--- src/rtl/cajero_transaccion_if.sv ---
// Bus between the cashier transaction stage and its environment.
// The master side drives the requests; the slave side is the transaction stage.
interface cajero_transaccion_if #(
   parameter int unsigned BAL_W = 32
);
   logic             pin_valido;
   logic [BAL_W-1:0] balance_inicial;
   logic             tipo_trans;
   logic             monto_stb;
   logic [BAL_W-1:0] monto;
   logic             ocupado;
   logic [BAL_W-1:0] balance_actualizado;
   logic             balance_stb;
   logic             entregar_dinero;
   logic             fondos_insuficientes;
   logic             desborde;
   logic             limite_excedido;
   logic             tiempo_agotado;
   logic             transaccion_fin;

   modport master (
      output pin_valido, balance_inicial, tipo_trans, monto_stb, monto,
      input  ocupado, balance_actualizado, balance_stb, entregar_dinero,
             fondos_insuficientes, desborde, limite_excedido, tiempo_agotado,
             transaccion_fin
   );

   modport slave (
      input  pin_valido, balance_inicial, tipo_trans, monto_stb, monto,
      output ocupado, balance_actualizado, balance_stb, entregar_dinero,
             fondos_insuficientes, desborde, limite_excedido, tiempo_agotado,
             transaccion_fin
   );
endinterface

--- src/rtl/cajero_transaccion.sv ---
// Cashier transaction stage: one deposit or withdrawal per accepted PIN.
// Optional per-session withdrawal limit enabled by defining CAJERO_LIMITE_RETIRO_EN.
module cajero_transaccion #(
   parameter int unsigned BAL_W          = 32,
   parameter int unsigned ENTREGA_CICLOS = 4,
   parameter int unsigned TIMEOUT_CICLOS = 1000
`ifdef CAJERO_LIMITE_RETIRO_EN
   ,
   parameter int unsigned LIMITE_RETIRO  = 50000
`endif
) (
   input logic              i_clock,
   input logic              i_reset,
   cajero_transaccion_if.slave bus
);

   localparam int unsigned CNT_MAX = (TIMEOUT_CICLOS > ENTREGA_CICLOS) ? TIMEOUT_CICLOS
                                                                       : ENTREGA_CICLOS;
   localparam int unsigned CNT_W   = $clog2(CNT_MAX + 1);

   typedef enum logic [2:0] {
      ESPERA,
      ESPERA_MONTO,
      EJECUTA,
      ENTREGA,
      FIN
   } estado_t;

   estado_t          r_estado, w_estado_sig;
   logic [BAL_W-1:0] r_balance, w_balance_sig;
   logic [BAL_W-1:0] r_monto, w_monto_sig;
   logic             r_tipo, w_tipo_sig;
   logic [CNT_W-1:0] r_cnt, w_cnt_sig;
   logic [BAL_W-1:0] r_bal_act, w_bal_act_sig;
   logic             r_ocupado, w_ocupado_sig;
   logic             r_stb, w_stb_sig;
   logic             r_entregar, w_entregar_sig;
   logic             r_fondos, w_fondos_sig;
   logic             r_desborde, w_desborde_sig;
   logic             r_tiempo, w_tiempo_sig;
   logic             r_fin, w_fin_sig;
   logic [BAL_W:0]   w_suma;
`ifdef CAJERO_LIMITE_RETIRO_EN
   logic             r_limite, w_limite_sig;
`endif

   assign w_suma = {1'b0, r_balance} + {1'b0, r_monto};

   // State register and registered outputs
   always_ff @(posedge i_clock) begin
      if (i_reset) begin
         r_estado   <= ESPERA;
         r_balance  <= '0;
         r_monto    <= '0;
         r_tipo     <= 1'b0;
         r_cnt      <= '0;
         r_bal_act  <= '0;
         r_ocupado  <= 1'b0;
         r_stb      <= 1'b0;
         r_entregar <= 1'b0;
         r_fondos   <= 1'b0;
         r_desborde <= 1'b0;
         r_tiempo   <= 1'b0;
         r_fin      <= 1'b0;
`ifdef CAJERO_LIMITE_RETIRO_EN
         r_limite   <= 1'b0;
`endif
      end else begin
         r_estado   <= w_estado_sig;
         r_balance  <= w_balance_sig;
         r_monto    <= w_monto_sig;
         r_tipo     <= w_tipo_sig;
         r_cnt      <= w_cnt_sig;
         r_bal_act  <= w_bal_act_sig;
         r_ocupado  <= w_ocupado_sig;
         r_stb      <= w_stb_sig;
         r_entregar <= w_entregar_sig;
         r_fondos   <= w_fondos_sig;
         r_desborde <= w_desborde_sig;
         r_tiempo   <= w_tiempo_sig;
         r_fin      <= w_fin_sig;
`ifdef CAJERO_LIMITE_RETIRO_EN
         r_limite   <= w_limite_sig;
`endif
      end
   end

   // Next state and the values the output registers take on the coming edge
   always_comb begin
      w_estado_sig   = r_estado;
      w_balance_sig  = r_balance;
      w_monto_sig    = r_monto;
      w_tipo_sig     = r_tipo;
      w_cnt_sig      = r_cnt;
      w_bal_act_sig  = r_bal_act;
      w_stb_sig      = 1'b0;
      w_entregar_sig = 1'b0;
      w_fondos_sig   = 1'b0;
      w_desborde_sig = 1'b0;
      w_tiempo_sig   = 1'b0;
`ifdef CAJERO_LIMITE_RETIRO_EN
      w_limite_sig   = 1'b0;
`endif

      case (r_estado)
         ESPERA: begin
            if (bus.pin_valido) begin
               w_balance_sig = bus.balance_inicial;
               w_cnt_sig     = '0;
               w_estado_sig  = ESPERA_MONTO;
            end
         end
         ESPERA_MONTO: begin
            // A strobe on the final timeout cycle still wins over the timeout
            if (bus.monto_stb) begin
               w_monto_sig  = bus.monto;
               w_tipo_sig   = bus.tipo_trans;
               w_estado_sig = EJECUTA;
            end else if (r_cnt == CNT_W'(TIMEOUT_CICLOS - 1)) begin
               w_tiempo_sig = 1'b1;
               w_estado_sig = FIN;
            end else begin
               w_cnt_sig = r_cnt + CNT_W'(1);
            end
         end
         EJECUTA: begin
            w_cnt_sig    = '0;
            w_estado_sig = FIN;
            if (!r_tipo) begin
               if (w_suma[BAL_W]) begin
                  w_desborde_sig = 1'b1;
               end else begin
                  w_balance_sig = w_suma[BAL_W-1:0];
                  w_bal_act_sig = w_suma[BAL_W-1:0];
                  w_stb_sig     = 1'b1;
               end
            end
`ifdef CAJERO_LIMITE_RETIRO_EN
            else if (r_monto > BAL_W'(LIMITE_RETIRO)) begin
               w_limite_sig = 1'b1;
            end
`endif
            else if (r_monto > r_balance) begin
               w_fondos_sig = 1'b1;
            end else begin
               w_balance_sig = r_balance - r_monto;
               w_bal_act_sig = r_balance - r_monto;
               w_stb_sig     = 1'b1;
               if (r_monto != '0) begin
                  w_entregar_sig = 1'b1;
                  w_estado_sig   = ENTREGA;
               end
            end
         end
         ENTREGA: begin
            // First dispense cycle was raised by EJECUTA; count the remaining ones
            if (r_cnt == CNT_W'(ENTREGA_CICLOS - 1)) begin
               w_estado_sig = FIN;
            end else begin
               w_cnt_sig      = r_cnt + CNT_W'(1);
               w_entregar_sig = 1'b1;
            end
         end
         FIN: begin
            w_estado_sig = ESPERA;
         end
         default: begin
            w_estado_sig = ESPERA;
         end
      endcase

      w_fin_sig     = (w_estado_sig == FIN);
      w_ocupado_sig = (w_estado_sig != ESPERA);
   end

   assign bus.ocupado              = r_ocupado;
   assign bus.balance_actualizado  = r_bal_act;
   assign bus.balance_stb          = r_stb;
   assign bus.entregar_dinero      = r_entregar;
   assign bus.fondos_insuficientes = r_fondos;
   assign bus.desborde             = r_desborde;
   assign bus.tiempo_agotado       = r_tiempo;
   assign bus.transaccion_fin      = r_fin;
`ifdef CAJERO_LIMITE_RETIRO_EN
   assign bus.limite_excedido      = r_limite;
`else
   assign bus.limite_excedido      = 1'b0;
`endif

endmodule

--- src/flat_wrapper.sv ---
// flat-port wrapper written by rule: the top's interface ports become plain ports
module cajero_transaccion_flat 
#(
   parameter int unsigned BAL_W          = 32,
   parameter int unsigned ENTREGA_CICLOS = 4,
   parameter int unsigned TIMEOUT_CICLOS = 1000

)
  (i_clock, i_reset, bus_pin_valido, bus_balance_inicial, bus_tipo_trans, bus_monto_stb, bus_monto, bus_ocupado, bus_balance_actualizado, bus_balance_stb, bus_entregar_dinero, bus_fondos_insuficientes, bus_desborde, bus_limite_excedido, bus_tiempo_agotado, bus_transaccion_fin);
  cajero_transaccion_if #(.BAL_W(BAL_W)) bus_i ();
  input logic i_clock;
  input logic i_reset;
  input wire logic [$bits(bus_i.pin_valido)-1:0] bus_pin_valido;
  input wire logic [$bits(bus_i.balance_inicial)-1:0] bus_balance_inicial;
  input wire logic [$bits(bus_i.tipo_trans)-1:0] bus_tipo_trans;
  input wire logic [$bits(bus_i.monto_stb)-1:0] bus_monto_stb;
  input wire logic [$bits(bus_i.monto)-1:0] bus_monto;
  output wire logic [$bits(bus_i.ocupado)-1:0] bus_ocupado;
  output wire logic [$bits(bus_i.balance_actualizado)-1:0] bus_balance_actualizado;
  output wire logic [$bits(bus_i.balance_stb)-1:0] bus_balance_stb;
  output wire logic [$bits(bus_i.entregar_dinero)-1:0] bus_entregar_dinero;
  output wire logic [$bits(bus_i.fondos_insuficientes)-1:0] bus_fondos_insuficientes;
  output wire logic [$bits(bus_i.desborde)-1:0] bus_desborde;
  output wire logic [$bits(bus_i.limite_excedido)-1:0] bus_limite_excedido;
  output wire logic [$bits(bus_i.tiempo_agotado)-1:0] bus_tiempo_agotado;
  output wire logic [$bits(bus_i.transaccion_fin)-1:0] bus_transaccion_fin;
  assign bus_i.pin_valido = bus_pin_valido;
  assign bus_i.balance_inicial = bus_balance_inicial;
  assign bus_i.tipo_trans = bus_tipo_trans;
  assign bus_i.monto_stb = bus_monto_stb;
  assign bus_i.monto = bus_monto;
  assign bus_ocupado = bus_i.ocupado;
  assign bus_balance_actualizado = bus_i.balance_actualizado;
  assign bus_balance_stb = bus_i.balance_stb;
  assign bus_entregar_dinero = bus_i.entregar_dinero;
  assign bus_fondos_insuficientes = bus_i.fondos_insuficientes;
  assign bus_desborde = bus_i.desborde;
  assign bus_limite_excedido = bus_i.limite_excedido;
  assign bus_tiempo_agotado = bus_i.tiempo_agotado;
  assign bus_transaccion_fin = bus_i.transaccion_fin;
  cajero_transaccion #(.BAL_W(BAL_W), .ENTREGA_CICLOS(ENTREGA_CICLOS), .TIMEOUT_CICLOS(TIMEOUT_CICLOS)) u_core (.i_clock(i_clock), .i_reset(i_reset), .bus(bus_i));
endmodule
--- config.mk ---
export PLATFORM = sky130hd
export DESIGN_NAME = cajero_transaccion_flat
export DESIGN_NICKNAME = d
export VERILOG_FILES = /design/src/rtl/cajero_transaccion_if.sv /design/src/rtl/cajero_transaccion.sv /design/src/flat_wrapper.sv
export SDC_FILE = /design/constraint.sdc
export NUM_CORES = 1
export LEC_CHECK = 0
export ABC_AREA = 1
export CELL_PAD_IN_SITES_DETAIL_PLACEMENT = 0
export CELL_PAD_IN_SITES_GLOBAL_PLACEMENT = 1
export CORE_AREA = 4 4 172 174
export DETAILED_ROUTE_END_ITERATION = 8
export DIE_AREA = 0 0 176 178
export PLACE_DENSITY_LB_ADDON = 0.1
export SLEW_MARGIN = 20
export SYNTH_ARGS = -nofsm -noshare
export SYNTH_HDL_FRONTEND = slang
export SYNTH_SLANG_ARGS = --single-unit
--- constraint.sdc ---
create_clock -name i_clock -period 2.23 [get_ports i_clock]
set_input_delay 0.446 -clock i_clock [delete_from_list [all_inputs] [get_ports i_clock]]
set_output_delay 0.446 -clock i_clock [all_outputs]
set_load 0.005 [all_outputs]
==> results.txt <==
- Outcome: finished with violations
* Violated checks: negative setup slack
- Type of the worst setup path: flop to flop
* Clock latency on the worst-skew pair: 0.45 ns
- Maximum level of the CTS H-tree: 4
- Syn Std Cell Area: 0.00997 mm2
- Entering global routing, the biggest net connects 49 pins.
* Post-Syn Area per Cell: 5.62 um2
- Worst Clk Skew: 0.0177 ns
* Final Critical Period: 2.48 ns
- Total wire length after detailed routing: 44.2 mm
- The congestion estimate from routability-driven global placement came to 0.947.
- First-pass GRT wire length: 66.6 mm
- Row count: 61
* Initial antenna violation count: 0
* Delay of the slowest cell on the worst path: 0.39 ns
- Effective utilization at floorplan: 0.359
- In this run the power spent charging and discharging nets is 4180 uW.
- The via count of the first global-routing pass was 12,320.
- Cell internal power was estimated by the tool at 6170 uW.
- Setup slack, reg-to-reg: -0.25 ns
- Cell at the root of the clock tree: clkbuf_16
- Clock tree synthesis found a total of 117 sinks.
* Total via count after detailed routing: 12,565
- Library cells used by synthesis: 41
- Compound-Gate Fraction of Synth Area: 0.108
* Final Setup Violations: 66
- Largest cells by area after synthesis: nand2_1 (24%), dfxtp_1 (23%), inv_1 (11%)
- The number of hold violations in the final report came to 0.
- Required time worst endpoint: 2.56 ns
- Type of element capturing the critical path: flop
* Clock-pin slew reported for the worst setup and hold paths after clock tree synthesis: 0.06 ns
* TritonCTS clock tree: built
* Cell type with the highest aggregate area in the netlist: nand2_1
* Detailed Place HPWL: 33.7 mm
- The area growth from synthesis to layout is 62.4%.
* Unrepaired setup endpoints after global routing: true
- The portion of synthesized area spent on multiplexers is 0.
* Global-route total usage across every layer: 0.275
- In this run the count of I/O pins placed on the die edge is 109.
- The die covers 0.0313 mm2.
- Of the total power, the share spent switching nets is 0.404.
* Proportion of layout cells with a drive suffix above 1: 0.308
- Synthesis produced 1,775 cells.
* Routed wire length per instance: 16.9 um
* Antenna fix cells: 0
- Dividing the detail-routed via count by the number of cells gives 4.80.
- The slowest stage of the critical path is the fa_2 cell.
- Broken down by cell family, the worst path's largest delay share belongs to simple AND/OR/NAND/NOR gates.
* Cell breakdown of the critical path: buf_6, ha_4, inv_2, fa_2, inv_2, nand3_2, nand2_2, nand2_2, nand2_2, nand2_2, nand2_4, nand2_4, nand3_4, nand3_4, nand2_8, clkbuf_16, nand2_2, nand2_1, nor2_1
- Achievable frequency: 403 MHz
* First-pass detailed-route iteration total: 6
- Of the total power, the clock network draws 0.276.
- Number of routed nets with antenna violations: 0
- Sum of buffers and inverters on the critical path: 4
- Total number of yosys warnings: 0
- Core area: 0.0278 mm2
- The die is 178 um tall.
* Number of DRC violations after detailed-routing iteration 0: 793
* Crit path DAT: 2.81 ns
* Adder-cell share of the synthesized area: 0.0856
- Setup slack on the critical path of the routed design comes to -0.254 ns.
- Xor/xnor share of the synthesized area: 0.00966
- The number of hold buffers added after CTS was 0.
- No sink is reached through more buffers than the 2 on the longest clock path.
- Final hold analysis gives a worst-case slack of 0.471 ns.
- STA classifies the critical path startpoint as a flop.
- Congestion Overflow GR: 0
- Area share of the largest cell type after synthesis: 0.236
* Ratio of total power to cell area: 640 mW/mm2
- The most numerous cell type found on the critical path is nand2_2.
- IR analysis of the VDD net gives a maximum drop of 0.000484 V.
- The final-report max-slew violation count is 0.
- Part of the power in combinational logic: 0.496
- Across the run, the number of max-cap violations was 0.
* PortBufs: 107
- Nets@finish: 2,362
- The share of the Yosys chip area taken by registers is 0.235.
- Counting every net in the synthesized netlist gives 1,911.
- Main combinational cell family by area after synthesis: simple AND/OR/NAND/NOR gates
- Buffers inserted during clock tree synthesis total 17.
- Of the total power, registers draw 0.229.
* Period utilisation layout: 1.11
- For this run, design rule violations remaining after detail routing come to 0.
* Synthesized flop and latch total: 117
- The library cell used most frequently in the layout, excluding fill and tap cells, is nand2_1.
* Die Span X: 176 um
* Instance area at placement: 0.0140 mm2
- Along the worst path, the maximum fanout reaches 7.
- Of the total synthesized cell area, the portion taken by AND, OR, NAND and NOR gates is 0.420.
* Class of the worst hold path: flop to flop
- Lkg Pwr: 0.00825 uW
- Top library cells by usage in the layout, fill and taps aside: nand2_1 (538), buf_4 (352), inv_1 (273), nor2_1 (177), dfxtp_1 (109)
- After routing the design area is 0.0162 mm2.
Yosys cell counts (all sizes together):
master and number:
a211oi 1, a21oi 108, a22oi 1, a31oi 3, and2 5, and3 2
buf 23, clkbuf 38, clkinv 3, conb 1, dfxtp 117, fa 2
ha 65, inv 291, nand2 634, nand3 102, nand3b 9, nand4 22
nor2 215, nor3 16, nor4 11, o21ai 83, o21bai 9, o31ai 1
or2 2, xnor2 1, xor2 10
stage by stage:
stage               instances  TNS, ns  worst slack (ns)   util  total power (uW)
global placement         2548   -16.21            -0.427  0.502              6770
CTS                      2605    -8.31            -0.189  0.559             10100
global route             2617   -20.62            -0.373  0.583             11000
finish                   2617   -11.45            -0.254  0.583             10400
floorplan                1775        0           0.00263      -              4450
detailed placement       2548   -20.82            -0.503  0.502              6770
power groups by stage:
stage | registers, uW | clock network, uW | logic, uW
final | 2370 | 2860 | 5130
after floorplan | 2370 | 0 | 2080
after global placement | 2380 | 0 | 4390
after CTS | 2360 | 2880 | 4840
after global routing | 2380 | 2980 | 5610
after detailed placement | 2380 | 0 | 4390
layout make-up:
class                           count  area, um2
Multi-Input combinational cell   1304       7390
Timing Repair Buffer              492       4290
Tap cell                          378        473
Fill cell                        2855      11600
Clock buffer                       20        457
Inverter                          294       1110
Clock inverter                     12        119
Sequential cell                   117       2350
cell families (layout without fill, tap and decap cells):
| family | after synthesis | after routing |
|---|---|---|
| compound gates | 206 | 206 |
| xor+xnor | 11 | 11 |
| fa+ha+maj | 67 | 67 |
| buf+inv | 355 | 818 |
| flops | 117 | 117 |
| other cells | 1 | 1 |
| simple gates | 1018 | 1019 |
state kept, by name, indices dropped and copies added, names as in the netlist:
name and cells:
u_core.bus.balance_actualizado 32, u_core.r_balance 32, u_core.r_monto 32, u_core.r_cnt 10, u_core.r_estado 3, u_core.bus.balance_stb 1
u_core.bus.desborde 1, u_core.bus.entregar_dinero 1, u_core.bus.fondos_insuficientes 1, u_core.bus.ocupado 1, u_core.bus.tiempo_agotado 1, u_core.bus.transaccion_fin 1
u_core.r_tipo 1
layer usage:
layer	vias up	GRT usage	wire, um
met5	-	0	0
met4	0	0.0724	981
met3	60	0.0500	2430
met2	310	0.455	20200
met1	5808	0.371	20600
li1	6387	-	-
worst reg2reg max path, stage by stage (launching register included):
cell and delay [ns]:
dfxtp_2 0.34, buf_6 0.10, ha_4 0.12, inv_2 0.04
fa_2 0.39, inv_2 0.08, nand3_2 0.08, nand2_2 0.09
nand2_2 0.07, nand2_2 0.08, nand2_2 0.07, nand2_4 0.08
nand2_4 0.06, nand3_4 0.12, nand3_4 0.14, nand2_8 0.18
clkbuf_16 0.20, nand2_2 0.05, nand2_1 0.05, nor2_1 0.04
final timing paths:
check                                     start                            endpoint  depth (start not counted)
max                         u_core.r_balance[0]                u_core.r_balance[24]                         19
min          u_core.bus.balance_actualizado[12]  u_core.bus.balance_actualizado[12]                          2
max reg2reg                 u_core.r_balance[0]                u_core.r_balance[24]                         19
min reg2reg  u_core.bus.balance_actualizado[12]  u_core.bus.balance_actualizado[12]                          2
repair_timing:
action / CTS / global route
cloned: 2 / 6
resized for setup: 199 / 140
setup endpoints to repair: 71 / 74
setup buffers: 23 / 7
pin swaps: 25 / 41
No activity file was read; power rests on OpenSTA's default activity.
